## src/rtl/imm_gen_pipe_if.sv

```systemverilog
// Handshake and result bundle for imm_gen_pipe: instruction input side, decoded
// immediate output side, plus status (occupancy, illegal counter).
interface imm_gen_pipe_if #(
  parameter int XLEN  = 64,
  parameter int CNT_W = 16
);
  logic [31:0]      instruction;
  logic             in_valid;
  logic             in_ready;
  logic             flush;
  logic             out_valid;
  logic             out_ready;
  logic [XLEN-1:0]  immediate;
  logic [2:0]       imm_type;
  logic             illegal;
  logic [1:0]       occupancy;
  logic [CNT_W-1:0] illegal_count;

  modport master (
    output instruction, in_valid, flush, out_ready,
    input  in_ready, out_valid, immediate, imm_type, illegal, occupancy, illegal_count
  );

  modport slave (
    input  instruction, in_valid, flush, out_ready,
    output in_ready, out_valid, immediate, imm_type, illegal, occupancy, illegal_count
  );
endinterface

```

## src/rtl/imm_gen_pipe.sv

```systemverilog
// RISC-V immediate generator with a two-entry (output + skid) elastic buffer.
// Decode happens before storage; in_ready depends only on registered state.
module imm_gen_pipe #(
  parameter int XLEN  = 64,
  parameter int CNT_W = 16
) (
  input  logic         clk,
  input  logic         reset,
  imm_gen_pipe_if.slave bus
);

  localparam logic [2:0] TYPE_NONE    = 3'd0;
  localparam logic [2:0] TYPE_I       = 3'd1;
  localparam logic [2:0] TYPE_S       = 3'd2;
  localparam logic [2:0] TYPE_B       = 3'd3;
  localparam logic [2:0] TYPE_U       = 3'd4;
  localparam logic [2:0] TYPE_J       = 3'd5;
  localparam logic [2:0] TYPE_ILLEGAL = 3'd7;

  logic [31:0]        inst;
  logic [6:0]         opcode;
  logic               sign;
  logic signed [31:0] raw_imm;
  logic [XLEN-1:0]    dec_imm;
  logic [2:0]         dec_type;
  logic               dec_illegal;

  logic               out_valid_q;
  logic [XLEN-1:0]    out_imm_q;
  logic [2:0]         out_type_q;
  logic               out_illegal_q;

  logic               skid_valid_q;
  logic [XLEN-1:0]    skid_imm_q;
  logic [2:0]         skid_type_q;
  logic               skid_illegal_q;

  logic [CNT_W-1:0]   illegal_count_q;

  logic               accept;
  logic               consume;
  logic               in_ready;

  assign inst    = bus.instruction;
  assign opcode  = inst[6:0];
  assign sign    = inst[31];

  assign in_ready = !skid_valid_q;
  assign accept   = bus.in_valid && in_ready && !bus.flush;
  assign consume  = out_valid_q && bus.out_ready;

  // Build the 32-bit sign-extended immediate first, then widen to XLEN.
  always_comb begin
    raw_imm     = '0;
    dec_type    = TYPE_ILLEGAL;
    dec_illegal = 1'b1;
    unique case (opcode)
      7'b0000011, 7'b0010011, 7'b1100111: begin
        raw_imm     = {{20{sign}}, inst[31:20]};
        dec_type    = TYPE_I;
        dec_illegal = 1'b0;
      end
      7'b0011011: begin
        if (XLEN == 64) begin
          raw_imm     = {{20{sign}}, inst[31:20]};
          dec_type    = TYPE_I;
          dec_illegal = 1'b0;
        end
      end
      7'b0100011: begin
        raw_imm     = {{20{sign}}, inst[31:25], inst[11:7]};
        dec_type    = TYPE_S;
        dec_illegal = 1'b0;
      end
      7'b1100011: begin
        raw_imm     = {{19{sign}}, sign, inst[7], inst[30:25], inst[11:8], 1'b0};
        dec_type    = TYPE_B;
        dec_illegal = 1'b0;
      end
      7'b0110111, 7'b0010111: begin
        raw_imm     = {inst[31:12], 12'b0};
        dec_type    = TYPE_U;
        dec_illegal = 1'b0;
      end
      7'b1101111: begin
        raw_imm     = {{11{sign}}, sign, inst[19:12], inst[20], inst[30:21], 1'b0};
        dec_type    = TYPE_J;
        dec_illegal = 1'b0;
      end
      7'b0110011, 7'b0111011: begin
        dec_type    = TYPE_NONE;
        dec_illegal = 1'b0;
      end
      default: begin
        raw_imm     = '0;
        dec_type    = TYPE_ILLEGAL;
        dec_illegal = 1'b1;
      end
    endcase
  end

  assign dec_imm = XLEN'(raw_imm);

  // Output slot refills from the skid first so FIFO order holds; a new entry
  // only lands in the skid when the output is full and stalled.
  always_ff @(posedge clk or posedge reset) begin
    if (reset) begin
      out_valid_q    <= 1'b0;
      out_imm_q      <= '0;
      out_type_q     <= TYPE_NONE;
      out_illegal_q  <= 1'b0;
      skid_valid_q   <= 1'b0;
      skid_imm_q     <= '0;
      skid_type_q    <= TYPE_NONE;
      skid_illegal_q <= 1'b0;
    end else if (bus.flush) begin
      out_valid_q  <= 1'b0;
      skid_valid_q <= 1'b0;
    end else begin
      if (!out_valid_q || consume) begin
        if (skid_valid_q) begin
          out_valid_q   <= 1'b1;
          out_imm_q     <= skid_imm_q;
          out_type_q    <= skid_type_q;
          out_illegal_q <= skid_illegal_q;
          skid_valid_q  <= 1'b0;
        end else if (accept) begin
          out_valid_q   <= 1'b1;
          out_imm_q     <= dec_imm;
          out_type_q    <= dec_type;
          out_illegal_q <= dec_illegal;
        end else begin
          out_valid_q   <= 1'b0;
        end
      end else if (accept) begin
        skid_valid_q   <= 1'b1;
        skid_imm_q     <= dec_imm;
        skid_type_q    <= dec_type;
        skid_illegal_q <= dec_illegal;
      end
    end
  end

  // Saturating count of accepted illegal instructions; flush does not clear it.
  always_ff @(posedge clk or posedge reset) begin
    if (reset) begin
      illegal_count_q <= '0;
    end else if (accept && dec_illegal && (illegal_count_q != {CNT_W{1'b1}})) begin
      illegal_count_q <= illegal_count_q + 1'b1;
    end
  end

  assign bus.in_ready      = in_ready;
  assign bus.out_valid     = out_valid_q;
  assign bus.immediate     = out_imm_q;
  assign bus.imm_type      = out_type_q;
  assign bus.illegal       = out_illegal_q;
  assign bus.occupancy     = 2'(out_valid_q) + 2'(skid_valid_q);
  assign bus.illegal_count = illegal_count_q;

endmodule

```

## src/flat_wrapper.sv

```systemverilog
// flat-port wrapper written by rule: the top's interface ports become plain ports
module imm_gen_pipe_flat 
#(
  parameter int XLEN  = 64,
  parameter int CNT_W = 16
)
  (clk, reset, bus_instruction, bus_in_valid, bus_flush, bus_out_ready, bus_in_ready, bus_out_valid, bus_immediate, bus_imm_type, bus_illegal, bus_occupancy, bus_illegal_count);
  imm_gen_pipe_if #(.XLEN(XLEN), .CNT_W(CNT_W)) bus_i ();
  input  logic clk;
  input  logic reset;
  input wire logic [$bits(bus_i.instruction)-1:0] bus_instruction;
  input wire logic [$bits(bus_i.in_valid)-1:0] bus_in_valid;
  input wire logic [$bits(bus_i.flush)-1:0] bus_flush;
  input wire logic [$bits(bus_i.out_ready)-1:0] bus_out_ready;
  output wire logic [$bits(bus_i.in_ready)-1:0] bus_in_ready;
  output wire logic [$bits(bus_i.out_valid)-1:0] bus_out_valid;
  output wire logic [$bits(bus_i.immediate)-1:0] bus_immediate;
  output wire logic [$bits(bus_i.imm_type)-1:0] bus_imm_type;
  output wire logic [$bits(bus_i.illegal)-1:0] bus_illegal;
  output wire logic [$bits(bus_i.occupancy)-1:0] bus_occupancy;
  output wire logic [$bits(bus_i.illegal_count)-1:0] bus_illegal_count;
  assign bus_i.instruction = bus_instruction;
  assign bus_i.in_valid = bus_in_valid;
  assign bus_i.flush = bus_flush;
  assign bus_i.out_ready = bus_out_ready;
  assign bus_in_ready = bus_i.in_ready;
  assign bus_out_valid = bus_i.out_valid;
  assign bus_immediate = bus_i.immediate;
  assign bus_imm_type = bus_i.imm_type;
  assign bus_illegal = bus_i.illegal;
  assign bus_occupancy = bus_i.occupancy;
  assign bus_illegal_count = bus_i.illegal_count;
  imm_gen_pipe #(.XLEN(XLEN), .CNT_W(CNT_W)) u_core (.clk(clk), .reset(reset), .bus(bus_i));
endmodule
```

## config.mk

```make
export PLATFORM = sky130hd
export DESIGN_NAME = imm_gen_pipe_flat
export DESIGN_NICKNAME = d
export VERILOG_FILES = /design/src/rtl/imm_gen_pipe_if.sv /design/src/rtl/imm_gen_pipe.sv /design/src/flat_wrapper.sv
export SDC_FILE = /design/constraint.sdc
export NUM_CORES = 1
export LEC_CHECK = 0
export CAP_MARGIN = 10
export CORE_MARGIN = 3
export CORE_UTILIZATION = 35
export DETAILED_ROUTE_END_ITERATION = 12
export GPL_TIMING_DRIVEN = 0
export SLEW_MARGIN = 20
export SYNTH_ARGS = -nofsm -noshare
export SYNTH_HDL_FRONTEND = slang
export SYNTH_SLANG_ARGS = --single-unit
```

## constraint.sdc

```tcl
create_clock -name clk -period 3.35 [get_ports clk]
set_clock_uncertainty 0.05 [all_clocks]
set_input_delay 1.005 -clock clk [delete_from_list [all_inputs] [get_ports clk]]
set_output_delay 1.005 -clock clk [all_outputs]
set_load 0.02 [all_outputs]
```

Word level (Yosys, flattened, before mapping)

Cells that the tools add are included.

Logic and storage cells: 59
Bits of input ports: 37
Register bits after elaboration: 122
Output and inout bits: 88

Bitwise logic cells: 2
Multiplexer cells: 16
Add/sub/neg operators: 2
Equal/unequal tests: 12
Reduce and logical (&&, ||, !) cells: 18

Operator list:

| operator                                       | count |
|---|---|
| case mux 32 bit (5 select lines)               | 1 |
| 2-to-1 mux 64 bit                              | 2 |
| == test 7 x 6 -> 1 bit (second input constant) | 4 |
| == test 7 x 5 -> 1 bit (second input constant) | 3 |
| == test 7 bit (second input constant)          | 3 |
| case mux 3 bit (6 select lines)                | 1 |
| adder 16 x 1 -> 16 bit (second input constant) | 1 |
| inequality test 16 bit (second input constant) | 1 |
| OR reduction 11 bit                            | 1 |
| 2-to-1 mux 1 bit                               | 10 |
| == test 7 x 2 -> 1 bit (second input constant) | 1 |
| 2-to-1 mux 3 bit                               | 2 |
| AND reduction 3 bit                            | 2 |
| logical AND 1 bit                              | 5 |
| nonzero test 2 bit                             | 2 |
| OR reduction 2 bit                             | 2 |
| OR reduction 4 bit                             | 1 |
| zero test 1 bit                                | 3 |
| nonzero test 3 bit                             | 1 |
| adder 1 x 1 -> 2 bit                           | 1 |
| NOT 1 bit                                      | 2 |
| logical OR 1 bit                               | 1 |

Depth between registers and ports, before layout

Gate-level depths: netlist (run 1).

Word-level depth: 7
Mapped depth: 8
Depth with buffers taken out: 6

Worst setup path before layout (run 1)

No wires, ideal clock.

Path kind: input to register
Start point: in bus_instruction[1]
End point: reg u_core.out_imm_q[12], in the netlist u_core.bus.immediate[12]
Setup time: 0.087 ns
Data arrival time: 2.194 ns
Cell stages on the path: 5
Path slack: 1.018 ns
Path through: nand2_2 -> or4_4 -> a21boi_4 -> nor2_4 -> a22oi_1

Longest elaborated chain between the ends: 5
Elaborated cells between the ends (all ways): 14

Ends and longest elaborated chain:

| what                                                                             | line                | RTL |
|---|---|---|
| from (decl)                                                                      | flat_wrapper.sv:11  | `input wire logic [$bits(bus_i.instruction)-1:0] bus_instruction;` |
| == test 7 x 2 -> 1 bit (tied with other cells)                                   | imm_gen_pipe.sv:57  | `unique case (opcode)` |
| OR reduction 4 bit (no source line) / OR reduction 2 bit (equally long branches) | --                  |  |
| case mux 32 bit (5 select lines) (*)                                             | imm_gen_pipe.sv:57  |  |
| 2-to-1 mux 64 bit (*)                                                            | imm_gen_pipe.sv:127 | `end else if (accept) begin` |
| 2-to-1 mux 64 bit (*)                                                            | imm_gen_pipe.sv:121 | `if (skid_valid_q) begin` |
| to (signal assigned)                                                             | imm_gen_pipe.sv:123 | `out_imm_q <= skid_imm_q;` |
| to (signal assigned)                                                             | imm_gen_pipe.sv:129 | `out_imm_q <= dec_imm;` |
| to (decl)                                                                        | imm_gen_pipe.sv:29  | `logic [XLEN-1:0] out_imm_q;` |

Mark *: on every way between the ends. The rest lies on a longest branch, timed or not. The select of a mux whose other input is x is not followed.
A chain may end at the register's enable or synchronous reset.

==> results of run 1 <==
==> cell usage after synthesis (all sizes together) <==
master  instances
nand2          91
mux2            3
o22ai           6
and3b           1
nor3           10
nor2b           2
o21ai          59
clkbuf         13
and3            5
a21oi          40
xnor2          12
buf            44
a21o            2
nand4b          2
a21boi          1
or2             1
and2            1
nand3           6
a32oi           1
o21a            6
nor2           28
and4            1
nand2b          4
nor4            4
and4bb          1
dfrtp          90
nand4           7
nor3b           1
a22oi          24
inv             3
or4             1
ha              2
clkinv          1
o31ai           1
or3             2
xor2            1
a31oi           2
a32o            1
==> cell usage in the layout, fill, tap and decap left out, types with 3 or more instances in the layout <==
master	n
clkbuf_16	9
a22oi_1	24
nor3_1	9
buf_4	35
clkdlybuf4s50_1	123
nand2_1	89
a21oi_1	39
buf_2	6
nand4_1	7
xnor2_1	12
dfrtp_1	90
o21ai_0	58
clkinv_2	5
nor2_1	27
buf_6	3
clkbuf_1	13
o22ai_1	6
nand3_1	6
nand2b_1	3
and3_1	5
o21a_1	6
==> power by group through the flow <==
stage               combinational (W)  clock (W)  sequential, W
CTS                          0.000999   0.000954        0.00137
finish                       0.000987   0.000930        0.00136
floorplan                    0.000420          0        0.00148
detailed placement           0.000995          0        0.00138
global route                  0.00107   0.000997        0.00139
global placement             0.000976          0        0.00138
==> worst min-delay path by stage <==
stage	to	cells past startpoint	slack (ns)
6_report	u_core.skid_type_q[2]	2	0.41
5_1_grt	u_core.skid_type_q[2]	2	0.44
4_1_cts	u_core.skid_type_q[2]	2	0.42
3_5_place_dp	u_core.skid_type_q[2]	2	0.40
3_3_place_gp	u_core.skid_type_q[2]	2	0.40
2_1_floorplan	u_core.skid_type_q[2]	2	0.38
==> per-stage QoR <==
stage	hold WS (ns)	instances	setup WS (ns)	area [sq um]
detailed placement	0.4011	773	0.1805	5963
floorplan	0.3834	480	1.018	4482
global placement	0.3962	771	0.2254	5923
CTS	0.4158	789	0.1523	6235
finish	0.4119	789	0.1913	6235
global route	0.4434	789	0.03358	6235
==> registers in the layout, indices dropped and copies added, names as in the netlist <==
signal and cells:
u_core.bus.imm_type 3, u_core.bus.illegal 1, u_core.bus.out_valid 1, u_core.bus.immediate 32, u_core.bus.illegal_count 16, u_core.skid_valid_q 1, u_core.skid_type_q 3, u_core.skid_illegal_q 1
u_core.skid_imm_q 32
==> critical path: stages (launching register included) <==
cell and delay [ns]:
dfrtp_1 0.93, buf_4 0.23, clkdlybuf4s50_1 0.61
==> layer usage <==
metal  track usage (%)  wire length [um]
met1             23.41              5583
met2             27.87              5705
met3             3.561               738
met4             5.720               155
met5                 0                 0
==> logic make-up after synthesis <==
group                      after synthesis  share of synthesized area (%)
AOI/OAI and AO/OA                      143                          18.80
xor gates and xnor gates                13                          2.543
adders and majority gates                2                         0.5587
buffers and inverters                   61                          8.717
DFF                                     90                          50.29
muxes                                    3                         0.7543
and+or+nand+nor                        168                          18.33
==> cell type report <==
| type | instances | area share, % |
|---|---|---|
| Sequential cell | 90 | 36.12 |
| Multi-Input combinational cell | 329 | 29.44 |
| Timing Repair Buffer | 125 | 20.39 |
| Buffer | 57 | 6.020 |
| Clock buffer | 10 | 3.833 |
| Tap cell | 168 | 3.371 |
| Clock inverter | 6 | 0.5218 |
| Inverter | 4 | 0.3010 |
==> results.sh, run 1 <==
export IMPL_synth_warnings=0
export IMPL_tns_ns=0
export IMPL_post_cts_setup_buffers=0
export IMPL_multi_input_area_sq_um=1836
export IMPL_power_leakage_nw=2.619
export IMPL_critPathLaunch="u_core.bus.immediate[62]"
export IMPL_relSlewSlack_pct=40.76
export IMPL_seqPwrFrac_pct=41.6
export IMPL_netlist_instances=480
export IMPL_clk_pin_slew_ns=0.06
export IMPL_r2r_slack_ns=1.15
export IMPL_cp_end_kind="primary output"
export IMPL_drt_pass1_iter_count=5
export IMPL_fin_util_pct=50.85
export IMPL_fmax_mhz=316.6
export IMPL_fill_cells=1175
export IMPL_syn_nets=519
export IMPL_critPathCapture="bus_immediate[38]"
export IMPL_die_x_um=119.1
export IMPL_portBuffers=123
export IMPL_overflow=0
export IMPL_ff_latch_area_sq_um=2252
export IMPL_synthTopCellsByArea="dfrtp_1 50%, nand2_1 7.5%, o21ai_0 6.5%"
export IMPL_initialDrtViolationCount=212
export IMPL_num_io_pins=125
export IMPL_tightest_slew_ns=0.8886
export IMPL_wl_um=12180
export IMPL_tritoncts="done"
export IMPL_setup_violations=0
export IMPL_finalCritPeriodShare_pct=94.29
export IMPL_clock_sinks=90
export IMPL_critPathRequiredTime_ns=2.29
export IMPL_crit_arrival_ns=2.10
export IMPL_r2r_cells=7
export IMPL_reg2reg_from="u_core.skid_valid_q"
export IMPL_clockRootBuffer="clkbuf_16"
export IMPL_synth_top_area_share_pct=50.29
export IMPL_finalPower_w=0.003281
export IMPL_period_minus_slack_ns=3.159
export IMPL_grt_pass1_wl_um=19780
export IMPL_hold_class="register to register"
export IMPL_cp_start_kind="register"
export IMPL_drive_above_1_share_pct=12.88
export IMPL_cts_buffer_depth=2
export IMPL_synth_seq_area_share_pct=50.29
export IMPL_finalHoldViolations=0
export IMPL_start_util_pct=36.52
export IMPL_path_max_fanout=34
export IMPL_power_density_nw_per_um2=526.2
export IMPL_core_area_sq_um=12260
export IMPL_cts_buffers=9
export IMPL_p_switching_w=0.001021
export IMPL_antenna_left=0
export IMPL_synth_seq_cells=90
export IMPL_yosys_area_top_type="dfrtp_1"
export IMPL_antenna_found_initial=0
export IMPL_via_per_inst=4.973
export IMPL_syn_area_sq_um=4478
export IMPL_min_delay_start="u_core.skid_type_q[2]"
export IMPL_nets=655
export IMPL_crit_type="register to primary output"
export IMPL_drv_cap=0
export IMPL_synth_distinct_cells=51
export IMPL_die_area_sq_um=14190
export IMPL_routedWlPerCell_um=15.44
export IMPL_areaGrowthSynthToFinish_pct=39.23
export IMPL_antennaDiodeCount=0
export IMPL_worst_skew_pair_late_latency_ns=0.34
export IMPL_slew_viol_final=0
export IMPL_h_tree_depth=3
export IMPL_grt_pass1_vias=3877
export IMPL_vias=3924
export IMPL_drc=0
export IMPL_sw_frac_of_total_pct=31.11
export IMPL_comb_power_share_pct=30.1
export IMPL_gp_congestion=0.8347
export IMPL_syn_area_per_cell_sq_um=9.329
export IMPL_track_usage_pct=17.34
export IMPL_cts_resized_gates=0
export IMPL_peakVddDrop_mv=0.3630
export IMPL_r2r_end="u_core.bus.immediate[22]"
export IMPL_outcome="completed"
export IMPL_hold_buffers=0
export IMPL_clkPwrFrac_pct=28.4
export IMPL_rows=40
export IMPL_rsz0062_at_grt="no"
export IMPL_die_h_um=119.1
export IMPL_hpwl_um=9112
export IMPL_grt_max_degree=35
export IMPL_internal_power_w=0.002260
No activity file was read; power rests on OpenSTA's default activity.
==> run 2: changes to the inputs <==
--- a/config.mk
+++ b/config.mk
@@ -6,11 +6,9 @@
 export NUM_CORES = 1
 export LEC_CHECK = 0
 export CAP_MARGIN = 10
-export CORE_MARGIN = 3
 export CORE_UTILIZATION = 35
 export DETAILED_ROUTE_END_ITERATION = 12
 export GPL_TIMING_DRIVEN = 0
-export SLEW_MARGIN = 20
 export SYNTH_ARGS = -nofsm -noshare
 export SYNTH_HDL_FRONTEND = slang
 export SYNTH_SLANG_ARGS = --single-unit
==> run 2 against run 1 <==
Worst setup slack improved by 0.20 ns. Sequential power about the same. First-iteration DRC count increased by 12%. Critical path depth increased by 2.
==> results.sh, run 2 (synthesis gave the netlist of run 1 again) <==
export IMPL_outcome="completed"
export IMPL_antenna_left=0
export IMPL_overflow=0
export IMPL_pre_cts_ws_ns=0.1456
export IMPL_track_usage_pct=19.00
export IMPL_critical_path_buf_inv_count=4
export IMPL_ff_latch_area_sq_um=2253
export IMPL_path_delay_family="buffers and inverters"
export IMPL_h_tree_depth=3
export IMPL_hpwl_um=8878
export IMPL_antenna_found_initial=0
export IMPL_num_io_pins=125
export IMPL_critPathRequiredTime_ns=2.29
export IMPL_clock_sinks=90
export IMPL_clk_pin_slew_ns=0.06
export IMPL_worst_skew_pair_late_latency_ns=0.35
export IMPL_cp_start_kind="register"
export IMPL_fmax_mhz=338.0
export IMPL_cts_buffer_depth=2
export IMPL_routedWlPerCell_um=15.27
export IMPL_start_util_pct=36.52
export IMPL_peakVddDrop_mv=0.4591
export IMPL_wl_um=12020
export IMPL_multi_input_area_sq_um=1836
export IMPL_path_max_fanout=10
export IMPL_crit_chain="buf_2, clkinv_1, buf_6, clkdlybuf4s50_1"
export IMPL_finalHoldViolations=0
export IMPL_crit_arrival_ns=1.90
export IMPL_reg2reg_from="u_core.skid_valid_q"
export IMPL_setup_slack_ns=0.3914
export IMPL_tritoncts="done"
export IMPL_min_delay_start="u_core.skid_type_q[1]"
export IMPL_fill_cells=1170
export IMPL_cts_buffers=9
export IMPL_drt_pass1_iter_count=4
export IMPL_fin_util_pct=50.78
export IMPL_die_x_um=115.1
export IMPL_portBuffers=123
export IMPL_tns_ns=0
export IMPL_gp_congestion=0.8146
export IMPL_slowest_delay_ns=0.54
export IMPL_layout_common_cells="123 x clkdlybuf4s50_1, 89 x nand2_1, 89 x dfrtp_1"
export IMPL_final_common_cell="clkdlybuf4s50_1"
export IMPL_grt_pass1_vias=3708
export IMPL_grtUsageMet1_pct=25.37
export IMPL_finalPower_w=0.003275
export IMPL_die_h_um=115.1
export IMPL_gr_usage_met2_pct=30.20
export IMPL_antennaDiodeCount=0
export IMPL_relSlewSlack_pct=46.23
export IMPL_nets=655
export IMPL_initialDrtViolationCount=237
export IMPL_drive_above_1_share_pct=12.44
export IMPL_areaGrowthSynthToFinish_pct=39.03
export IMPL_cp_slowest_cell="clkdlybuf4s50_1"
export IMPL_busiest_layer="met2"
export IMPL_core_area_sq_um=12260
export IMPL_drv_cap=0
export IMPL_cp_end_kind="primary output"
export IMPL_via_per_inst=5.005
export IMPL_rows=40
export IMPL_period_minus_slack_ns=2.959
export IMPL_grt_max_degree=43
export IMPL_crit_type="register to primary output"
export IMPL_drc=0
export IMPL_met3_usage_pct=3.479
export IMPL_slew_viol_final=0
export IMPL_post_cts_setup_buffers=0
export IMPL_finalCritPeriodShare_pct=88.32
export IMPL_hold_class="register to register"
export IMPL_clockRootBuffer="clkbuf_16"
export IMPL_power_leakage_nw=2.601
export IMPL_rsz0062_at_grt="no"
export IMPL_grt_pass1_wl_um=19000
export IMPL_setup_violations=0
export IMPL_r2r_slack_ns=1.15
export IMPL_tightest_slew_ns=0.7998
export IMPL_vias=3939
export IMPL_power_density_nw_per_um2=526.0
export IMPL_die_area_sq_um=13250
export IMPL_critPathLaunch="u_core.skid_valid_q"
==> run 2: metal layers <==
layer / vias up / share of wire, %
li1: 1917 / -
met2: 129 / 46
met1: 1876 / 46
met5: - / 0
met3: 17 / 5.5
met4: 0 / 2.0
==> run 2: worst register-to-register path: stages (launching register included) <==
cell	delay, ns
dfrtp_1	0.36
buf_2	0.18
nor2_1	0.10
nor3_2	0.46
nand2_2	0.30
a21oi_1	0.22
buf_2	0.27
a22oi_1	0.13
==> run 2: final cells by class <==
cell class	count	share of cell area (%)
Clock buffer	12	3.959
Multi-Input combinational cell	329	29.48
Clock inverter	2	0.2412
Timing Repair Buffer	125	20.42
Tap cell	168	3.376
Inverter	4	0.3014
Sequential cell	90	36.19
Buffer	57	6.029
==> run 2: path summary, 6_finish.rpt <==
path,depth (start not counted),to
min in group asynchronous,2,u_core.bus.illegal_count[15]
max in group asynchronous,4,u_core.bus.immediate[62]
setup / recovery,4,bus_in_ready
setup reg to reg,7,u_core.bus.immediate[27]
hold / removal,2,u_core.skid_type_q[1]
hold reg to reg,2,u_core.skid_type_q[1]
==> run 2: stage by stage <==
stage               area (sq um)  hold slack (ns)  std cells
finish                      6226           0.4162        787
global route                6226           0.4351        787
CTS                         6225           0.4175        787
detailed placement          5963           0.4039        773
global placement            5923           0.3981        771
floorplan                   4482           0.3834        480
==> run 2: where the power goes <==
part	leakage, nW	internal [W]	total [W]	switching, W
combinational	1.33	0.000500	0.000982	0.000482
sequential	1.15	0.00124	0.00137	0.000126
clock	0.121	0.000515	0.000925	0.000410
total	2.60	0.00226	0.00327	0.00102
==> run 2: what timing repair did <==
action                                  4_1_cts  5_1_grt
endpoints found under the setup margin        0        6
hold endpoints to repair                      0        0
gates resized for setup                       0        1
hold buffers                                  0        0
